==> config.mk <==
export PLATFORM = sky130hd
export DESIGN_NAME = ascii_rx_parser
export DESIGN_NICKNAME = d
export VERILOG_FILES = /design/src/rtl/ascii_rx_parser.sv
export SDC_FILE = /design/constraint.sdc
export NUM_CORES = 1
export LEC_CHECK = 0
export CORE_UTILIZATION = 50
export DETAILED_ROUTE_END_ITERATION = 10
export HOLD_SLACK_MARGIN = 0.02
export PLACE_DENSITY = 0.76
export SETUP_SLACK_MARGIN = 0.05
export SLEW_MARGIN = 20
export SYNTH_ARGS = -nofsm -noshare
export SYNTH_HDL_FRONTEND = slang
export SYNTH_SLANG_ARGS = --single-unit
==> constraint.sdc <==
create_clock -name iClk -period 2.5 [get_ports iClk]
set_input_delay 0.375 -clock iClk [delete_from_list [all_inputs] [get_ports iClk]]
set_output_delay 0.375 -clock iClk [all_outputs]
set_load 0.02 [all_outputs]
==> src/rtl/ascii_rx_parser.sv <==
// ascii_rx_parser
//   Pops ASCII bytes from a first-word-fall-through UART RX FIFO and parses
//   time-set frames of the form "HH:MM:SS" terminated by CR or LF. Every
//   character is validated and each field is range-checked. A fully valid
//   frame updates the six BCD outputs and raises a one-cycle oSet strobe.
//   A malformed frame, or one that stalls longer than P_TIMEOUT cycles
//   between bytes, raises a one-cycle oErr strobe. The parser then resyncs
//   to the start of the next frame.
//
// Handshake: oPop is high whenever the FIFO is non-empty (and not in reset).
//   A byte is consumed on every rising edge where oPop=1. iRx_Data is looked
//   at only in those cycles.
//
// Ports
//   iClk, iRst            clock (rising edge), async active-high reset
//   iEmpty, iRx_Data      FIFO empty flag and head byte
//   oPop                  head byte consumed this cycle
//   oHour_10 .. oSec_1    held BCD time digits
//   oSet                  one-cycle strobe: new valid time on BCD outputs
//   oErr                  one-cycle strobe: frame rejected or timed out
//   oState                current parser state (debug observation)
module ascii_rx_parser #(
    parameter int P_TIMEOUT = 100_000_000,
    parameter int P_CNT_W   = 27
) (
    input  logic       iClk,
    input  logic       iRst,
    input  logic       iEmpty,
    input  logic [7:0] iRx_Data,
    output logic       oPop,
    output logic [3:0] oHour_10,
    output logic [3:0] oHour_1,
    output logic [3:0] oMin_10,
    output logic [3:0] oMin_1,
    output logic [3:0] oSec_10,
    output logic [3:0] oSec_1,
    output logic       oSet,
    output logic       oErr,
    output logic [3:0] oState
);

    typedef enum logic [3:0] {
        S_H10 = 4'd0,
        S_H1  = 4'd1,
        S_C1  = 4'd2,
        S_M10 = 4'd3,
        S_M1  = 4'd4,
        S_C2  = 4'd5,
        S_S10 = 4'd6,
        S_S1  = 4'd7,
        S_END = 4'd8
    } state_t;

    localparam logic [P_CNT_W-1:0] LP_CNT_MAX = P_CNT_W'(P_TIMEOUT - 1);

    state_t             state;
    state_t             stateNext;
    logic [P_CNT_W-1:0] cnt;
    logic [3:0]         shH10, shH1, shM10, shM1, shS10, shS1;

    logic       isDigit;
    logic       isColon;
    logic       isEol;
    logic [3:0] digit;
    logic       accept;
    logic       reject;
    logic       done;
    logic       timeoutHit;

    assign oPop   = !iEmpty && !iRst;
    assign oState = state;

    // For ASCII '0'-'9' (0x30-0x39) the low nibble equals iRx_Data - 8'h30.
    assign digit   = iRx_Data[3:0];
    assign isDigit = (iRx_Data >= 8'h30) && (iRx_Data <= 8'h39);
    assign isColon = (iRx_Data == 8'h3A);
    assign isEol   = (iRx_Data == 8'h0D) || (iRx_Data == 8'h0A);

    always_comb begin
        stateNext  = state;
        accept     = 1'b0;
        reject     = 1'b0;
        done       = 1'b0;
        timeoutHit = 1'b0;

        if (oPop) begin
            case (state)
                S_H10: begin
                    if (isDigit && digit <= 4'd2) begin
                        accept    = 1'b1;
                        stateNext = S_H1;
                    end else if (!isEol) begin
                        // Stray CR/LF between frames is dropped silently.
                        reject = 1'b1;
                    end
                end
                S_H1: begin
                    if (isDigit && (shH10 != 4'd2 || digit <= 4'd3)) begin
                        accept    = 1'b1;
                        stateNext = S_C1;
                    end else begin
                        reject = 1'b1;
                    end
                end
                S_C1: begin
                    if (isColon) stateNext = S_M10;
                    else         reject    = 1'b1;
                end
                S_M10: begin
                    if (isDigit && digit <= 4'd5) begin
                        accept    = 1'b1;
                        stateNext = S_M1;
                    end else begin
                        reject = 1'b1;
                    end
                end
                S_M1: begin
                    if (isDigit) begin
                        accept    = 1'b1;
                        stateNext = S_C2;
                    end else begin
                        reject = 1'b1;
                    end
                end
                S_C2: begin
                    if (isColon) stateNext = S_S10;
                    else         reject    = 1'b1;
                end
                S_S10: begin
                    if (isDigit && digit <= 4'd5) begin
                        accept    = 1'b1;
                        stateNext = S_S1;
                    end else begin
                        reject = 1'b1;
                    end
                end
                S_S1: begin
                    if (isDigit) begin
                        accept    = 1'b1;
                        stateNext = S_END;
                    end else begin
                        reject = 1'b1;
                    end
                end
                S_END: begin
                    if (isEol) begin
                        done      = 1'b1;
                        stateNext = S_H10;
                    end else begin
                        reject = 1'b1;
                    end
                end
                default: reject = 1'b1;
            endcase
            if (reject) stateNext = S_H10;
        end else if (state != S_H10 && cnt == LP_CNT_MAX) begin
            // A pop in the same cycle keeps the frame alive, hence the else.
            timeoutHit = 1'b1;
            stateNext  = S_H10;
        end
    end

    always_ff @(posedge iClk or posedge iRst) begin
        if (iRst) begin
            state <= S_H10;
        end else begin
            state <= stateNext;
        end
    end

    always_ff @(posedge iClk or posedge iRst) begin
        if (iRst) begin
            cnt <= '0;
        end else if (oPop || state == S_H10 || timeoutHit) begin
            cnt <= '0;
        end else begin
            cnt <= cnt + 1'b1;
        end
    end

    always_ff @(posedge iClk or posedge iRst) begin
        if (iRst) begin
            shH10 <= 4'd0;
            shH1  <= 4'd0;
            shM10 <= 4'd0;
            shM1  <= 4'd0;
            shS10 <= 4'd0;
            shS1  <= 4'd0;
        end else if (reject || timeoutHit) begin
            shH10 <= 4'd0;
            shH1  <= 4'd0;
            shM10 <= 4'd0;
            shM1  <= 4'd0;
            shS10 <= 4'd0;
            shS1  <= 4'd0;
        end else if (accept) begin
            case (state)
                S_H10:   shH10 <= digit;
                S_H1:    shH1  <= digit;
                S_M10:   shM10 <= digit;
                S_M1:    shM1  <= digit;
                S_S10:   shS10 <= digit;
                S_S1:    shS1  <= digit;
                default: ;
            endcase
        end
    end

    always_ff @(posedge iClk or posedge iRst) begin
        if (iRst) begin
            oHour_10 <= 4'd0;
            oHour_1  <= 4'd0;
            oMin_10  <= 4'd0;
            oMin_1   <= 4'd0;
            oSec_10  <= 4'd0;
            oSec_1   <= 4'd0;
            oSet     <= 1'b0;
            oErr     <= 1'b0;
        end else begin
            oSet <= done;
            oErr <= reject || timeoutHit;
            if (done) begin
                oHour_10 <= shH10;
                oHour_1  <= shH1;
                oMin_10  <= shM10;
                oMin_1   <= shM1;
                oSec_10  <= shS10;
                oSec_1   <= shS1;
            end
        end
    end

endmodule

== After elaboration in Yosys (flattened, before gate mapping) ==
Cells that the tools add are included.
W data, S select, Z words.
Word-level totals
  register bits after elaboration: 81
  bits in latches: 0
  memory bits (writable): 0
  ROM bits: 0
  bits of input ports: 11
  output and inout port bits: 31
  logic and storage cells: 130
  memories kept: 0
Operators by class
  $add $sub $neg: 1
  multipliers: 0
  divide/modulo/power cells: 0
  magnitude comparators: 5
  equal/unequal tests: 23
  shifts and indexed selects: 0
  mux-type cells: 52
  bitwise logic cells: 0
  reduce and logical (&&, ||, !) cells: 33
Operators by type and width (number)
  $mux W4: 30
  $pmux W4 S9: 1
  $add A27 B1 Y27 const B: 1
  $eq A27 B27 Y1 const B: 1
  $mux W27: 1
  $ne A4 B3 Y1 const B: 6
  $mux W1: 18
  $eq A4 B3 Y1 const B: 4
  $eq A8 B4 Y1 const B: 2
  $reduce_bool A2 Y1: 8
  $ne A4 B4 Y1 const B: 3
  $reduce_and A2 Y1: 6
  $ne A11 B1 Y1 const B: 1
  $reduce_and A11 Y1: 1
  $eq A4 B2 Y1 const B: 2
  $eq A8 B6 Y1 const B: 1
  $ge A8 B6 Y1 const B: 1
  $le A4 B2 Y1 const B: 2
  $le A8 B6 Y1 const B: 1
  $logic_and A1 B1 Y1: 6
  $pmux W1 S6: 1
  $reduce_or A2 Y1: 3
  $logic_or A1 B1 Y1: 5
  $eq A4 B1 Y1 const B: 1
  other kinds (7): 8

== Longest topological paths before layout ==
Gate-level depths: netlist of the first run.
  word-level depth: 10
  depth in mapped cells: 8
  gate-level depth less buffers: 6

== Worst setup path after synthesis of the first run ==
No wires, ideal clock.
  path kind: register to register
  start: reg state[2] (netlist: oState[2])
  end: reg shS10[0]
  library setup time: 0.136 ns
  data arrival time: 2.156 ns
  path slack: 0.208 ns
  stages on the path, launching flop included: 8
  clock period less this slack: 2.292 ns
  path through: dfrtp_1 -> buf_4 -> or4b_4 -> or4_4 -> o311a_2 -> buf_6 -> o211ai_1 -> a21oi_1
Between the ends
  cells in the longest elaborated chain, start to end: 8
  elaborated cells on any way between the ends: 26
  classes of those cells: 8 x eq/ne; 8 x mux; 10 x reduce/logical
Ends and longest elaborated chain
  start: declaration: RTL line 56  | state_t state;
  start signal: assignment: RTL line 167  | state <= stateNext;
  $eq A4 B3 Y1, or another cell as far along: RTL line 87  | case (state)
  $reduce_or A2 Y1 (no line)
  $pmux W1 S6: RTL line 87
  $mux W1 (2 in a row): RTL line 86  | if (oPop) begin
  $logic_or A1 B1 Y1: RTL line 189  | end else if (reject || timeoutHit) begin
  $reduce_bool A2 Y1 (no line)
  $reduce_and A2 Y1 (no line)
  end signal: assignment: RTL line 202  | S_S10: shS10 <= digit;
  end: declaration: RTL line 59  | logic [3:0] shH10, shH1, shM10, shM1, shS10, shS1;
Several ways; a longest one is shown, not always the timed one. The select of a mux whose other input is x is not followed.
A chain may end at the register's enable or synchronous reset.

== Worst setup path after layout of the first run ==
  start: in iRst
  end: out oPop
Between the ends
  cells in the longest elaborated chain, start to end: 2
Ends and longest elaborated chain
  start: declaration: RTL line 27  | input logic iRst,
  $logic_not A1 Y1 (no line)
  $logic_and A1 B1 Y1: RTL line 70  | assign oPop = !iEmpty && !iRst;
  end: declaration: RTL line 30  | output logic oPop,
No other way between the ends.

==> results.cfg, run 1 <==
[power]
pwr-share-seq_pct = 48.3
vdd_drop_max_uv = 342
p_clk_share_pct = 45.6
leakage_nw = 2.05
power_switching_uw = 611
combPwrFrac_pct = 6.1
p_per_area_nw_per_um2 = 550
p_int_mw = 2.17
p_sw_share_pct = 22.0

[floorplan]
start_util_pct = 52.4
pin_count = 42
core_um2 = 7850
fp-row-count = 32
die-area_um2 = 8590
die_w_um = 92.7
die_y_um = 92.7

[logic_synthesis]
synth_ff_type = dfrtp_1
synth.area.top_cells = dfrtp_1 49%, mux2_2 6.6%, o2111ai_1 3.6%, nor2_1 3.2%, xnor2_1 3.0%
yosysSeqAreaShare_pct = 49.3
syn_nets = 407
synth_warnings = 0
yosysTopAreaCell = dfrtp_1
synth_area_um2 = 4110
ys_ff_latch = 81
synth_top_area_share_pct = 49.3
synth.distinct_cells = 58
synthCells = 395
synth_edf_count = 0
syn_area_per_cell_um2 = 10.4
async_flop_share_pct = 100

[grt]
grt_max_degree = 36
grt_pass1_vias = 3144
grt-ovfl-total = 0
grt_pass1_wl_um = 15100
antenna_found_initial = 0
grt_use_total_pct = 22.6

[timing]
clock_skew_ns = 0.00791
rsz0062_at_grt = no
setup_viol = 0
worst_slew_pin_slew_ns = 0.730
maxSlewViolCount = 0
hold_viol = 0
tns_ns = 0
min_period_ns = 2.31
fmax_ghz = 0.434
post-route-period-util_pct = 92.2
relSlewSlack_pct = 50.9

[clock_tree]
cts-root-buf = clkbuf_8
h-tree-depth = 3
cts_hold_buf = 0
postCtsSetupRepairBufs = 0
cts.repair.resized = 0
cts_buffer_depth = 2
worst_skew_pair.late_latency_ns = 0.36
cts_buffers = 9
cts_tree = done
cts_sinks = 81
clkSlewWorstSetupHoldPaths_ns = 0.09

[critical_path]
crit_path_cell_trace = clkdlybuf4s50_1 -> or2_2 -> inv_1 -> clkdlybuf4s50_1
critPathRequiredTime_ns = 2.12
max_stage_delay_ns = 0.62
cp.arrival_ns = 1.93
critPathKind = input pin to output pin
crit_path_frequent_cell = clkdlybuf4s50_1
cp_max_fo = 3
cpMaxStageDelayCell = clkdlybuf4s50_1
startpoint_type = input pin
end_kind = output pin

[layout]
final_nets = 461
largest_register_ffs = 27
regArea_um2 = 2030
fillers = 643
multi_input_area_um2 = 1910
diodes = 0
final_common_cell = dfrtp_1
area_growth_pct = 23.0
final_cell_mix = 81 x dfrtp_1, 41 x clkdlybuf4s50_1, 33 x nor2_1
drive_above_1_share_pct = 18.5
utilization_pct = 64.5
largest_register = cnt

[min_path]
worstHoldPathType = input pin to async pin

[drt]
wire_per_inst_um = 16.1
drt_iter0_drc = 203
num_vias = 3319
routed_wl_um = 8950
drtAntennaViolNets = 0
drt_first_pass_iters = 5
drc_errors = 0
viasPerCell = 5.97

[placement]
place.port_buffers = 41
gp_routability_congestion = 0.827
dp_hpwl_um = 6180

[status]
run_status = finished clean

[run]
drv_cap = 0
final timing paths:
path / start / endpoint / slack, ns / depth (start not counted)
setup / recovery: iRst / oPop / 0.19 / 4
hold / removal: iRst / cnt[16] / 0.42 / 2
setup reg to reg: oState[3] / shS1[0] / 0.33 / 6
hold reg to reg: cnt[0] / cnt[0] / 0.49 / 1
max in group asynchronous: iRst / shM1[0] / 1.54 / 3
min in group iClk: cnt[0] / cnt[0] / 0.49 / 1
power by group through the flow:
stage,Sequential [mW],Clock [mW],Combinational [mW]
final,1.34,1.27,0.169
after CTS,1.34,1.29,0.170
after global routing,1.35,1.36,0.187
after global placement,1.37,0,0.166
after detailed placement,1.37,0,0.169
after floorplan,1.37,0,0.0979
Yosys cell counts, types with 2 or more instances:
cell type / instances
mux2_2: 24
xor2_1: 11
and4_1: 2
nor3_1: 9
o31ai_1: 2
a21o_1: 2
a31oi_1: 10
nand4bb_1: 2
o21ai_0: 2
and2_1: 2
or2_2: 2
nor4_1: 4
nor3b_1: 5
and3_1: 8
buf_2: 7
nand4_1: 9
nand3_1: 16
a21oi_1: 23
nand2b_1: 4
o211ai_1: 5
o2111ai_1: 17
xnor2_1: 14
clkbuf_1: 14
buf_6: 5
a211o_1: 2
or3_1: 2
o31a_1: 2
dfrtp_1: 81
a21boi_0: 9
a211oi_1: 3
nand2_1: 19
nor2_1: 35
inv_1: 8
o21a_1: 2
o21ai_1: 10
worst max-delay path: cells and delay by family:
| family | cells | cell delay [ns] |
|---|---|---|
| buffers and inverters | 3 | 1.21 |
| AND/OR/NAND/NOR | 1 | 0.34 |
routing by layer:
layer / up-vias / global-route usage [%] / share of wire, %
met4: 0 / 11.0 / 2.4
li1: 1571 / - / -
met5: - / 0 / 0
met3: 18 / 4.19 / 4.3
met2: 93 / 35.2 / 48
met1: 1637 / 30.5 / 45
cell families after synthesis:
| kind of cell | Yosys count | share of synthesized area, % |
|---|---|---|
| simple gates | 130 | 17.2 |
| xor+xnor | 25 | 5.32 |
| flops | 81 | 49.3 |
| compound gates | 98 | 16.9 |
| buf+inv | 36 | 4.50 |
| fa+ha+maj | 1 | 0.304 |
| mux | 24 | 6.57 |
stage by stage:
step,instances,hold WS [ns],instance area [µm²],power (mW),setup WS [ns]
finish,556,0.417,5060,2.78,0.194
CTS,556,0.430,5060,2.81,0.188
detailed placement,540,0.479,4790,1.54,-0.0139
global route,556,0.467,5060,2.89,0.156
floorplan,395,0.448,4120,1.46,0.208
global placement,540,0.474,4790,1.54,0.0889
area by class of cell:
cell class	instances	share of cell area, %
timing repair buffer	71	13.8
clock buffer	9	2.45
inverter	8	0.668
clock inverter	7	2.82
sequential	81	40.1
tap	102	2.52
multi-input combinational	278	37.7
Note: power is estimated with default switching activity, not from simulation.
==> run 2: changes to the inputs <==
Settings changed: CORE_MARGIN from default to 4.
==> run 2 against run 1 <==
Effect of this change:
- non-clock buffer count rose by 2
- count of clock-buffer cells in the layout rose by 3
- setup slack improved by 0.022 ns
- via count fell by 1.1%
- first-iteration DRC count rose by 33%
- largest cell class unchanged
- highest routed layer unchanged
==> results.cfg, run 2 (synthesis gave the netlist of run 1 again) <==
[critical_path]
r2r_cells = 7
cpMaxStageDelayCell = clkdlybuf4s50_1
critPathKind = input pin to output pin
cp_max_fo = 3
critPathBufInv = 3
cp.arrival_ns = 1.91
crit_path_frequent_cell = clkdlybuf4s50_1
max_stage_delay_ns = 0.62
crit_path_cell_trace = clkdlybuf4s50_1 -> or2_2 -> inv_1 -> clkdlybuf4s50_1
cp_top_family = buffers and inverters
rr_startpoint = cnt[11]
critPathRequiredTime_ns = 2.12
r2r_slack_ns = 0.31
end_kind = output pin
startpoint_type = input pin
r2r_end = shS10[3]

[floorplan]
fp-row-count = 32
die-area_um2 = 9740
start_util_pct = 52.4
core_um2 = 7850
die_y_um = 98.7
die_w_um = 98.7
pin_count = 42

[drt]
drt_iter0_drc = 270
viasPerCell = 5.89
drc_errors = 0
wire_per_inst_um = 16.6
routed_wl_um = 9260
drtAntennaViolNets = 0
num_vias = 3284
drt_first_pass_iters = 4

[power]
power_switching_uw = 574
power.total_mw = 2.60
p_sw_share_pct = 22.1
p_clk_share_pct = 41.7
p_int_mw = 2.02
combPwrFrac_pct = 6.5
vdd_drop_max_uv = 276
p_per_area_nw_per_um2 = 515
pwr-share-seq_pct = 51.8
leakage_nw = 2.05

[timing]
min_period_ns = 2.28
relSlewSlack_pct = 49.4
fmax_ghz = 0.438
rsz0062_at_grt = no
worst_slew_pin_slew_ns = 0.757
clock_skew_ns = 0.00820
maxSlewViolCount = 0
hold_viol = 0
setup_viol = 0
tns_ns = 0
post-route-period-util_pct = 91.3
worst_hold_slack_ns = 0.492

[layout]
final_cell_mix = 81 x dfrtp_1, 41 x clkdlybuf4s50_1, 33 x nor2_1
utilization_pct = 64.3
final_cell_area_um2 = 5050
drive_above_1_share_pct = 18.6
largest_register_ffs = 27
largest_register = cnt
area_growth_pct = 22.7
final_nets = 463
diodes = 0
final_common_cell = dfrtp_1

[grt]
grt_pass1_vias = 3286
antenna_found_initial = 0
grt_max_degree = 82
grt_use_total_pct = 19.8
grt_pass1_wl_um = 15700
grt-ovfl-total = 0

[placement]
place.port_buffers = 41
dp_hpwl_um = 6520
gp_routability_congestion = 0.890
placed_area_um2 = 4820

[clock_tree]
worst_skew_pair.late_latency_ns = 0.35
cts_sinks = 81
cts.repair.resized = 0
cts_hold_buf = 0
clkSlewWorstSetupHoldPaths_ns = 0.08
h-tree-depth = 3
cts_buffer_depth = 2
cts-root-buf = clkbuf_8
cts_buffers = 9
cts_tree = done
postCtsSetupRepairBufs = 0

[min_path]
min_from = cnt[0]
hold_path_end = cnt[0]
worstHoldPathType = register to register
hold_depth = 1

[status]
run_status = finished clean

[run]
drv_cap = 0
## run 2: worst max-delay path by stage
stage / from / endpoint / slack [ns] / cells after the start
after detailed placement: iRx_Data[2] / shH10[2] / -0.07 / 7
after global routing: iRst / oPop / 0.16 / 4
after global placement: iRx_Data[0] / oHour_10[2] / 0.06 / 8
final: iRst / oPop / 0.22 / 4
after floorplan: oState[2] / shS10[0] / 0.21 / 7
after CTS: iRst / oPop / 0.20 / 4
## run 2: metal layers
layer  GRT usage, %  share of wire, %  vias up
met4           8.61               1.7        0
met2           31.5                49       96
met1           26.7                44     1599
met5              0                 0        -
met3           3.61               4.8       15
li1               -                 -     1574
## run 2: final cells by class
cell class	instances	area, µm²
Fill cell	625	2800
Sequential cell	81	2030
Clock inverter	4	73.8
Tap cell	102	128
Timing Repair Buffer	73	726
Clock buffer	12	155
Inverter	8	33.8
Multi-Input combinational cell	278	1910
## run 2: power by group through the flow
stage | clock network, mW | logic [mW] | registers, mW
2_1_floorplan | 0 | 0.0979 | 1.37
3_3_place_gp | 0 | 0.166 | 1.37
3_5_place_dp | 0 | 0.170 | 1.37
4_1_cts | 1.10 | 0.171 | 1.34
5_1_grt | 1.17 | 0.188 | 1.35
6_report | 1.08 | 0.169 | 1.34
## run 2: worst register-to-register path: stages, from the launching register on
cell and delay (ns):
dfrtp_1 0.44, or4_1 0.54, nor4_1 0.28, a31oi_1 0.12
buf_4 0.19, a31oi_2 0.22, buf_12 0.20, a211oi_1 0.05
## run 2: stage by stage
step	std cells	setup slack (ns)
finish	558	0.216
global route	558	0.163
CTS	558	0.200
detailed placement	542	-0.0665
global placement	542	0.0597
floorplan	395	0.208
==> run 3: changes to the inputs <==
Settings changed: CTS_CLUSTER_DIAMETER from default to 40.
==> results of run 3 <==
Same layout as run 2: the final DEF is identical, and so are final timing and power.
